`config.mk`:
```
export PLATFORM = sky130hd
export DESIGN_NAME = gate_net_evaluator
export DESIGN_NICKNAME = d
export VERILOG_FILES = /design/src/rtl/gate_net_evaluator.sv
export SDC_FILE = /design/constraint.sdc
export NUM_CORES = 2
export LEC_CHECK = 0
export CAP_MARGIN = 0
export CORE_UTILIZATION = 45
export CTS_CLUSTER_DIAMETER = 100
export DETAILED_ROUTE_END_ITERATION = 6
export GPL_TIMING_DRIVEN = 1
export PLACE_DENSITY = 0.7
export SKIP_CTS_REPAIR_TIMING = 1
export SLEW_MARGIN = 20
export SYNTH_ARGS = -nofsm -noshare
export SYNTH_HDL_FRONTEND = slang
export SYNTH_SLANG_ARGS = --single-unit
export TNS_END_PERCENT = 100
```
`constraint.sdc`:
```
create_clock -name clk -period 6.1 [get_ports clk]
set_input_delay 1.22 -clock clk [delete_from_list [all_inputs] [get_ports clk]]
set_output_delay 1.22 -clock clk [all_outputs]
set_load 0.01 [all_outputs]
```
`src/rtl/gate_net_evaluator.sv`:
```
// gate_net_evaluator: sweeps a 2-input gate table until the netlist settles or is declared oscillating
module gate_net_evaluator #(
    parameter int N_IN = 32,
    parameter int N_GATES = 64,
    parameter int MAX_SWEEPS = 16,
    localparam int IDX_W = $clog2(N_IN + N_GATES),
    localparam int GA_W = $clog2(N_GATES),
    localparam int SW_W = $clog2(MAX_SWEEPS + 1),
    localparam int NN = N_IN + N_GATES
) (
    input  logic             clk,
    input  logic             rst,
    input  logic             cfg_we,
    input  logic [GA_W-1:0]  cfg_addr,
    input  logic [1:0]       cfg_op,
    input  logic [IDX_W-1:0] cfg_src_a,
    input  logic [IDX_W-1:0] cfg_src_b,
    input  logic [N_IN-1:0]  in_vec,
    input  logic [IDX_W-1:0] out_sel,
    input  logic             start,
    output logic             busy,
    output logic             done,
    output logic             settled,
    output logic             oscillating,
    output logic             result,
    output logic [SW_W-1:0]  sweeps
);
    typedef enum logic [1:0] {IDLE, EVAL, FIN} state_t;
    state_t state;
    logic [1:0] op_t [N_GATES];
    logic [IDX_W-1:0] sa_t [N_GATES];
    logic [IDX_W-1:0] sb_t [N_GATES];
    logic [N_GATES-1:0] gs, gs_nxt;
    logic [N_IN-1:0] in_lat;
    logic [IDX_W-1:0] out_lat;
    logic [GA_W-1:0] ptr;
    logic chg, chg_any, last, a, b, val;
    logic [2**IDX_W-1:0] nodes, nodes_nxt;
    // node lookup with zero padding for out-of-range indices, gate evaluation and post-write view
    always_comb begin
        nodes = '0;
        nodes[NN-1:0] = {gs, in_lat};
        a = nodes[sa_t[ptr]];
        b = nodes[sb_t[ptr]];
        val = cfg_op_eval(op_t[ptr], a, b);
        gs_nxt = gs;
        gs_nxt[ptr] = val;
        nodes_nxt = '0;
        nodes_nxt[NN-1:0] = {gs_nxt, in_lat};
        chg_any = chg | (val != gs[ptr]);
        last = ptr == GA_W'(N_GATES - 1);
    end
    function automatic logic cfg_op_eval(input logic [1:0] op, input logic x, input logic y);
        return op == 2'd0 ? (x | y) : op == 2'd1 ? (x & y) : op == 2'd2 ? ~x : ~(x & y);
    endfunction
    // table writes, sweep FSM and registered status outputs
    always_ff @(posedge clk) begin
        if (rst) begin
            state <= IDLE;
            busy <= 1'b0;
            done <= 1'b0;
            settled <= 1'b0;
            oscillating <= 1'b0;
            result <= 1'b0;
            sweeps <= '0;
            gs <= '0;
            ptr <= '0;
            chg <= 1'b0;
            in_lat <= '0;
            out_lat <= '0;
            for (int i = 0; i < N_GATES; i++) begin
                op_t[i] <= 2'd1;
                sa_t[i] <= '0;
                sb_t[i] <= '0;
            end
        end else begin
            if (cfg_we && !busy) begin
                op_t[cfg_addr] <= cfg_op;
                sa_t[cfg_addr] <= cfg_src_a;
                sb_t[cfg_addr] <= cfg_src_b;
            end
            done <= 1'b0;
            case (state)
                IDLE: if (start) begin
                    in_lat <= in_vec;
                    out_lat <= out_sel;
                    gs <= '0;
                    ptr <= '0;
                    sweeps <= '0;
                    chg <= 1'b0;
                    settled <= 1'b0;
                    oscillating <= 1'b0;
                    busy <= 1'b1;
                    state <= EVAL;
                end
                EVAL: begin
                    gs <= gs_nxt;
                    ptr <= last ? '0 : ptr + GA_W'(1);
                    chg <= chg_any;
                    if (last) begin
                        sweeps <= sweeps + SW_W'(1);
                        if (!chg_any || sweeps + SW_W'(1) == SW_W'(MAX_SWEEPS)) begin
                            settled <= !chg_any;
                            oscillating <= chg_any;
                            result <= nodes_nxt[out_lat];
                            done <= 1'b1;
                            state <= FIN;
                        end else begin
                            chg <= 1'b0;
                        end
                    end
                end
                default: begin
                    busy <= 1'b0;
                    state <= IDLE;
                end
            endcase
        end
    end
endmodule

```
# Word-level counts from Yosys, hierarchy flattened
# Memories as Yosys holds them, arrays and structs flattened. A register that Yosys moved wholly into a read port is not among the register bits.
# Index checks and enable logic that the tools add are counted.
dict set report totals {
  regBits 122
  out_inout_bits 10
  romBits 0
  ramBits 1024
  mem_count 3
  input_bits 65
  elab_cells 116
  latchBits 0
}
# memory depth word_bits read_ports rd_clocked_by_memory_dff write_ports line_no
set mem_list {}
lappend mem_list {sa_t 64 7 1 1 64 31} ;# logic [IDX_W-1:0] sa_t [N_GATES];
lappend mem_list {sb_t 64 7 1 1 64 32} ;# logic [IDX_W-1:0] sb_t [N_GATES];
lappend mem_list {op_t 64 2 1 1 64 30} ;# logic [1:0] op_t [N_GATES];
dict set report classes {
  reduce_logical 19
  div 0
  bitwise 7
  eq_ne 9
  shifts 0
  n_addsub 2
  n_lt_le_gt_ge 5
  multipliers 0
  n_mux 59
}
# op n
set ops {}
lappend ops {{$pmux W64 S2} 1}
lappend ops {{$mux W6} 11}
lappend ops {{$bwmux W64} 1}
lappend ops {{$mux W64} 1}
lappend ops {{$mux W1} 25}
lappend ops {{$lt A7 B8 Y1 const B} 3}
lappend ops {{$bmux W1 S7} 3}
lappend ops {{$mux W7} 2}
lappend ops {{$reduce_or A7 Y1} 2}
lappend ops {{$pmux W6 S2} 1}
lappend ops {{$mux W5} 2}
lappend ops {{$pmux W5 S2} 1}
lappend ops {{$reduce_and A3 Y1} 3}
lappend ops {{$mux W2} 4}
lappend ops {{$pmux W1 S2} 4}
lappend ops {{$lt A6 B7 Y1 const B} 1}
lappend ops {{$add A6 B1 Y6 const B} 1}
lappend ops {{$bmux W1 S6} 1}
lappend ops {{$demux W1 S6} 1}
lappend ops {{$eq A6 B6 Y1 const B} 1}
lappend ops {{$ge A6 B1 Y1 const B} 1}
lappend ops {{$ne A2 B2 Y1 const B} 3}
lappend ops {{$reduce_and A2 Y1} 3}
lappend ops {{$add A5 B1 Y5 const B} 1}
lappend ops {{16 further kinds} 24}

# Depth between registers and ports, before layout
dict set report depth {
  word_depth 14
  depth_mapped 26
  depth_no_buf 17
}

# Worst setup path before layout
# No wires, ideal clock.
dict set report synth_timing {
  path_kind {flip-flop to flip-flop}
  startpoint {register with a tool-made name}
  endpoint {register result}
  stages_incl_launch_ff 20
  arrival_ns 4.918
  setup_slack_ns 1.052
  period_less_slack_ns 5.048
  t_required_ns 5.970
  path_buffers 7
  setup_ns 0.130
  cell_sequence {dfxtp_1 > buf_4 > buf_6 > buf_4 > buf_4 > buf_6 > clkbuf_1 > clkbuf_1 > mux4_2 > mux4_2 > mux4_2 > nand2_1 > a21o_1 > o32ai_1 > a211oi_4 > a21oi_2 > or4_1 > o32a_1 > a2111oi_2 > a211oi_2}
}
# element line_no
set synth_lines {}
lappend synth_lines {{to (signal assigned)} 105} ;# result <= nodes_nxt[out_lat];
lappend synth_lines {{to (decl)} 25} ;# output logic result,

==> flow_metrics.py <==
metrics = {
    "worst_setup_path": {
        "crit_type": "flip-flop to flip-flop",
        "reg2reg_depth": 19,
        "cpMostUsedCell": "buf_4",
        "worstPathCellList": "buf_12 -> buf_4 -> mux4_2 -> o21ai_0 -> nand4_1 -> o22a_1 -> buf_4 -> mux2_2 -> a221o_1 -> a211o_1 -> o21ai_1 -> o32ai_1 -> a211oi_4 -> buf_4 -> o21ai_0 -> o221a_2 -> o32a_1 -> a2111oi_2 -> a211oi_2",
        "worstPathArrival_ns": 6.50,
        "path_max_fanout": 11,
        "cp.required_ns": 6.67,
        "critPathCaptureType": "flip-flop",
        "rrSetupSlack_ns": 0.17,
        "rr_endpoint": "result$_SDFFE_PP0P_",
        "critical_path.max_stage_delay_ns": 0.52,
        "slowest_stage": "mux4_2",
        "cp-start-kind": "flip-flop",
    },
    "pwr": {
        "p_int_mw": 13.6,
        "leakage_nw": 21.8,
        "peakVddDrop_uv": 237,
        "pwr_density_cell_nw_per_um2": 282,
        "seq_power_share_pct": 50.0,
        "power.share.clock_pct": 41.1,
        "p_comb_share_pct": 9.0,
        "swShare_pct": 24.2,
        "switchingPower_mw": 4.33,
    },
    "floorplanning": {
        "io_pins": 75,
        "start_util_pct": 45.6,
        "core_um2": 124000,
        "rows": 129,
        "die_h_um": 357,
        "die_w_um": 357,
        "dieArea_um2": 128000,
    },
    "route": {
        "drt-initial-drc-count": 5111,
        "wl_met1_mm": 69.6,
        "num_vias": 38100,
        "first_pass_iters": 6,
        "drt_wl_total_mm": 178,
        "postRouteAntennaNets": 0,
        "wl_met3_mm": 17.5,
        "drcViolationCount": 0,
        "routed_via_density": 6.22,
        "top_layer_used": "met5",
        "detail_route.wl_per_cell_um": 29.1,
        "dr_wl_met2_mm": 83.7,
    },
    "synth": {
        "synth.avg_cell_area_um2": 12.9,
        "synth_top_area_share_pct": 54.2,
        "synthCells": 4387,
        "yosysWarningCount": 0,
        "yosys-top-cells-area": "edfxtp_1, and2_1, mux4_2",
        "async_flop_share_pct": 0,
        "synth_ff_type": "edfxtp_1",
        "syn_nets": 4454,
        "synth_edf_count": 1024,
        "synth.cell_area_um2": 56800,
        "synth_cell_types": 89,
        "synth-seq-cells": 1152,
        "seq_area_frac_synth_pct": 58.7,
        "synth_top_cell_by_area": "edfxtp_1",
    },
    "clock_network": {
        "clk_pin_slew_worst_paths_ns": 0.07,
        "cts_tree": "done",
        "insertion_delay_ns": 0.77,
        "h-tree-depth": 3,
        "cts_made_buffers": 117,
        "clkSinkCount": 1152,
        "root_buffer": "clkbuf_16",
        "clock_path_buffers": 3,
    },
    "grt": {
        "grt_usage_pct": 27.6,
        "grt_pass1_vias": 36200,
        "grt_first_pass_wirelength_mm": 255,
        "overflow": 0,
        "grt_max_degree": 80,
        "antenna_found_initial": 9,
    },
    "sta": {
        "final.period_utilization_pct": 97.2,
        "fin_skew_ns": 0.0744,
        "slew_violations": 0,
        "worst_slew_pin_slew_ns": 1.06,
        "setup_viol": 0,
        "rsz0062_at_grt": "false",
        "hold_violations": 0,
        "slew_headroom_pct": 29.3,
        "fmax_ghz": 0.169,
        "setup_slack_ns": 0.172,
        "totalNegativeSetupSlack_ns": 0,
        "final.min_clock_period_ns": 5.93,
    },
    "cells_and_area": {
        "drive_gt1_share_pct": 17.5,
        "final_nets": 4462,
        "layout_commonest_cell": "edfxtp_1",
        "postLayoutCellArea_um2": 63500,
        "multi_input_area_um2": 21500,
        "fin_util_pct": 51.0,
        "n_fill_cell": 10400,
        "seqCellArea_um2": 33300,
        "syn_to_final_growth_pct": 11.8,
        "layout_common_cells": "edfxtp_1, and2_1, nor2_1, mux4_2, nand2_1",
        "instances_no_fill": 6134,
    },
    "worst_hold_path": {
        "whs_path_depth": 2,
        "min_to": "chg$_SDFFE_PP0P_",
        "min_from": "chg$_SDFFE_PP0P_",
        "hold_path.class": "flip-flop to flip-flop",
    },
    "placed_design": {
        "dp_slack_ns": -0.0431,
        "placed_cells": 5907,
        "io_buffers": 74,
        "post-dp-hpwl_mm": 116,
        "place_congestion": 0.974,
        "place_area_um2": 59500,
    },
    "outcome": {
        "status": "finished, final reports clean",
    },
    "job": {
        "drv_cap": 0,
    },
}
==> sequential cells by signal, summed over array words and instances, names as in the netlist, named ones only <==
name         count
busy             1
settled          1
sweeps           5
op_t           128
out_lat          7
state            2
sb_t           448
chg              1
gs              64
sa_t           448
in_lat          32
ptr              6
result           1
oscillating      1
done             1
==> metal layers <==
layer  vias to the layer above  GRT usage (%)
li1                      16200              -
met1                     19300           37.0
met2                      2227           44.3
met3                       404           5.51
met4                        12           10.6
met5                         -              0
==> power groups by stage <==
| stage | Clock (mW) | Sequential, mW | Combinational [mW] |
|---|---|---|---|
| floorplan | 0 | 9.06 | 0.998 |
| global placement | 0 | 9.12 | 1.55 |
| detailed placement | 0 | 9.13 | 1.57 |
| CTS | 7.40 | 8.96 | 1.57 |
| global route | 7.69 | 8.98 | 1.67 |
| finish | 7.36 | 8.96 | 1.61 |
==> through the flow <==
stage | hold WS, ns | power, mW
after floorplan | 0.427 | 10.1
after global placement | 0.437 | 10.7
after detailed placement | 0.452 | 10.7
after CTS | 0.460 | 17.9
after global routing | 0.489 | 18.3
final | 0.457 | 17.9
==> cell type report <==
cell class | instances | area share (%)
repair buffers | 304 | 4.22
well taps | 1637 | 3.23
clock buffers | 141 | 4.88
diodes | 2 | 0.00788
flip-flops and latches | 1152 | 52.5
clock inverters | 78 | 1.25
inverters | 19 | 0.112
multi-input cells | 2801 | 33.8
==> critical path, delay by kind of cell (launching register included) <==
kind | cells | cell delay (ns)
flops | 1 | 0.40
compound gates | 12 | 3.41
buf+inv | 4 | 0.84
simple gates | 1 | 0.25
mux | 2 | 0.80
==> cells in the mapped netlist, types with 19 or more instances <==
library cell and count:
or3_1 77, o22ai_1 42, edfxtp_1 1024, nor3_1 31, o21ai_0 133, nand3_1 72
dfxtp_1 128, a21oi_1 90, or2_2 71, buf_1 27, clkbuf_1 307, nor2_1 250
nand2_1 221, buf_4 19, buf_6 28, and2_1 969, buf_2 27, mux4_2 248
a22oi_1 104, mux2i_1 188, o211ai_1 20
==> cells by family (layout without fill, tap and decap cells) <==
| logic type | after synthesis | count (layout) | share of synthesized area (%) |
|---|---|---|---|
| compound gates | 551 | 551 | 6.52 |
| xor+xnor | 1 | 1 | 0.0154 |
| fa+ha+maj | 2 | 2 | 0.0441 |
| buf+inv | 434 | 542 | 3.57 |
| flops | 1152 | 1152 | 58.7 |
| mux | 447 | 447 | 13.5 |
| other cells | 0 | 2 | 0 |
| simple gates | 1800 | 1800 | 17.7 |
==> worst max-delay path by stage <==
stage	from	end	slack, ns	cells past startpoint
floorplan	flip-flop	result$_SDFFE_PP0P_	1.05	19
CTS	flip-flop	result$_SDFFE_PP0P_	-0.08	20
global route	flip-flop	result$_SDFFE_PP0P_	0.01	22
finish	flip-flop	result$_SDFFE_PP0P_	0.17	19
detailed placement	flip-flop	result$_SDFFE_PP0P_	-0.04	20
global placement	flip-flop	result$_SDFFE_PP0P_	-0.06	20
Note: power is estimated with default switching activity, not from simulation.
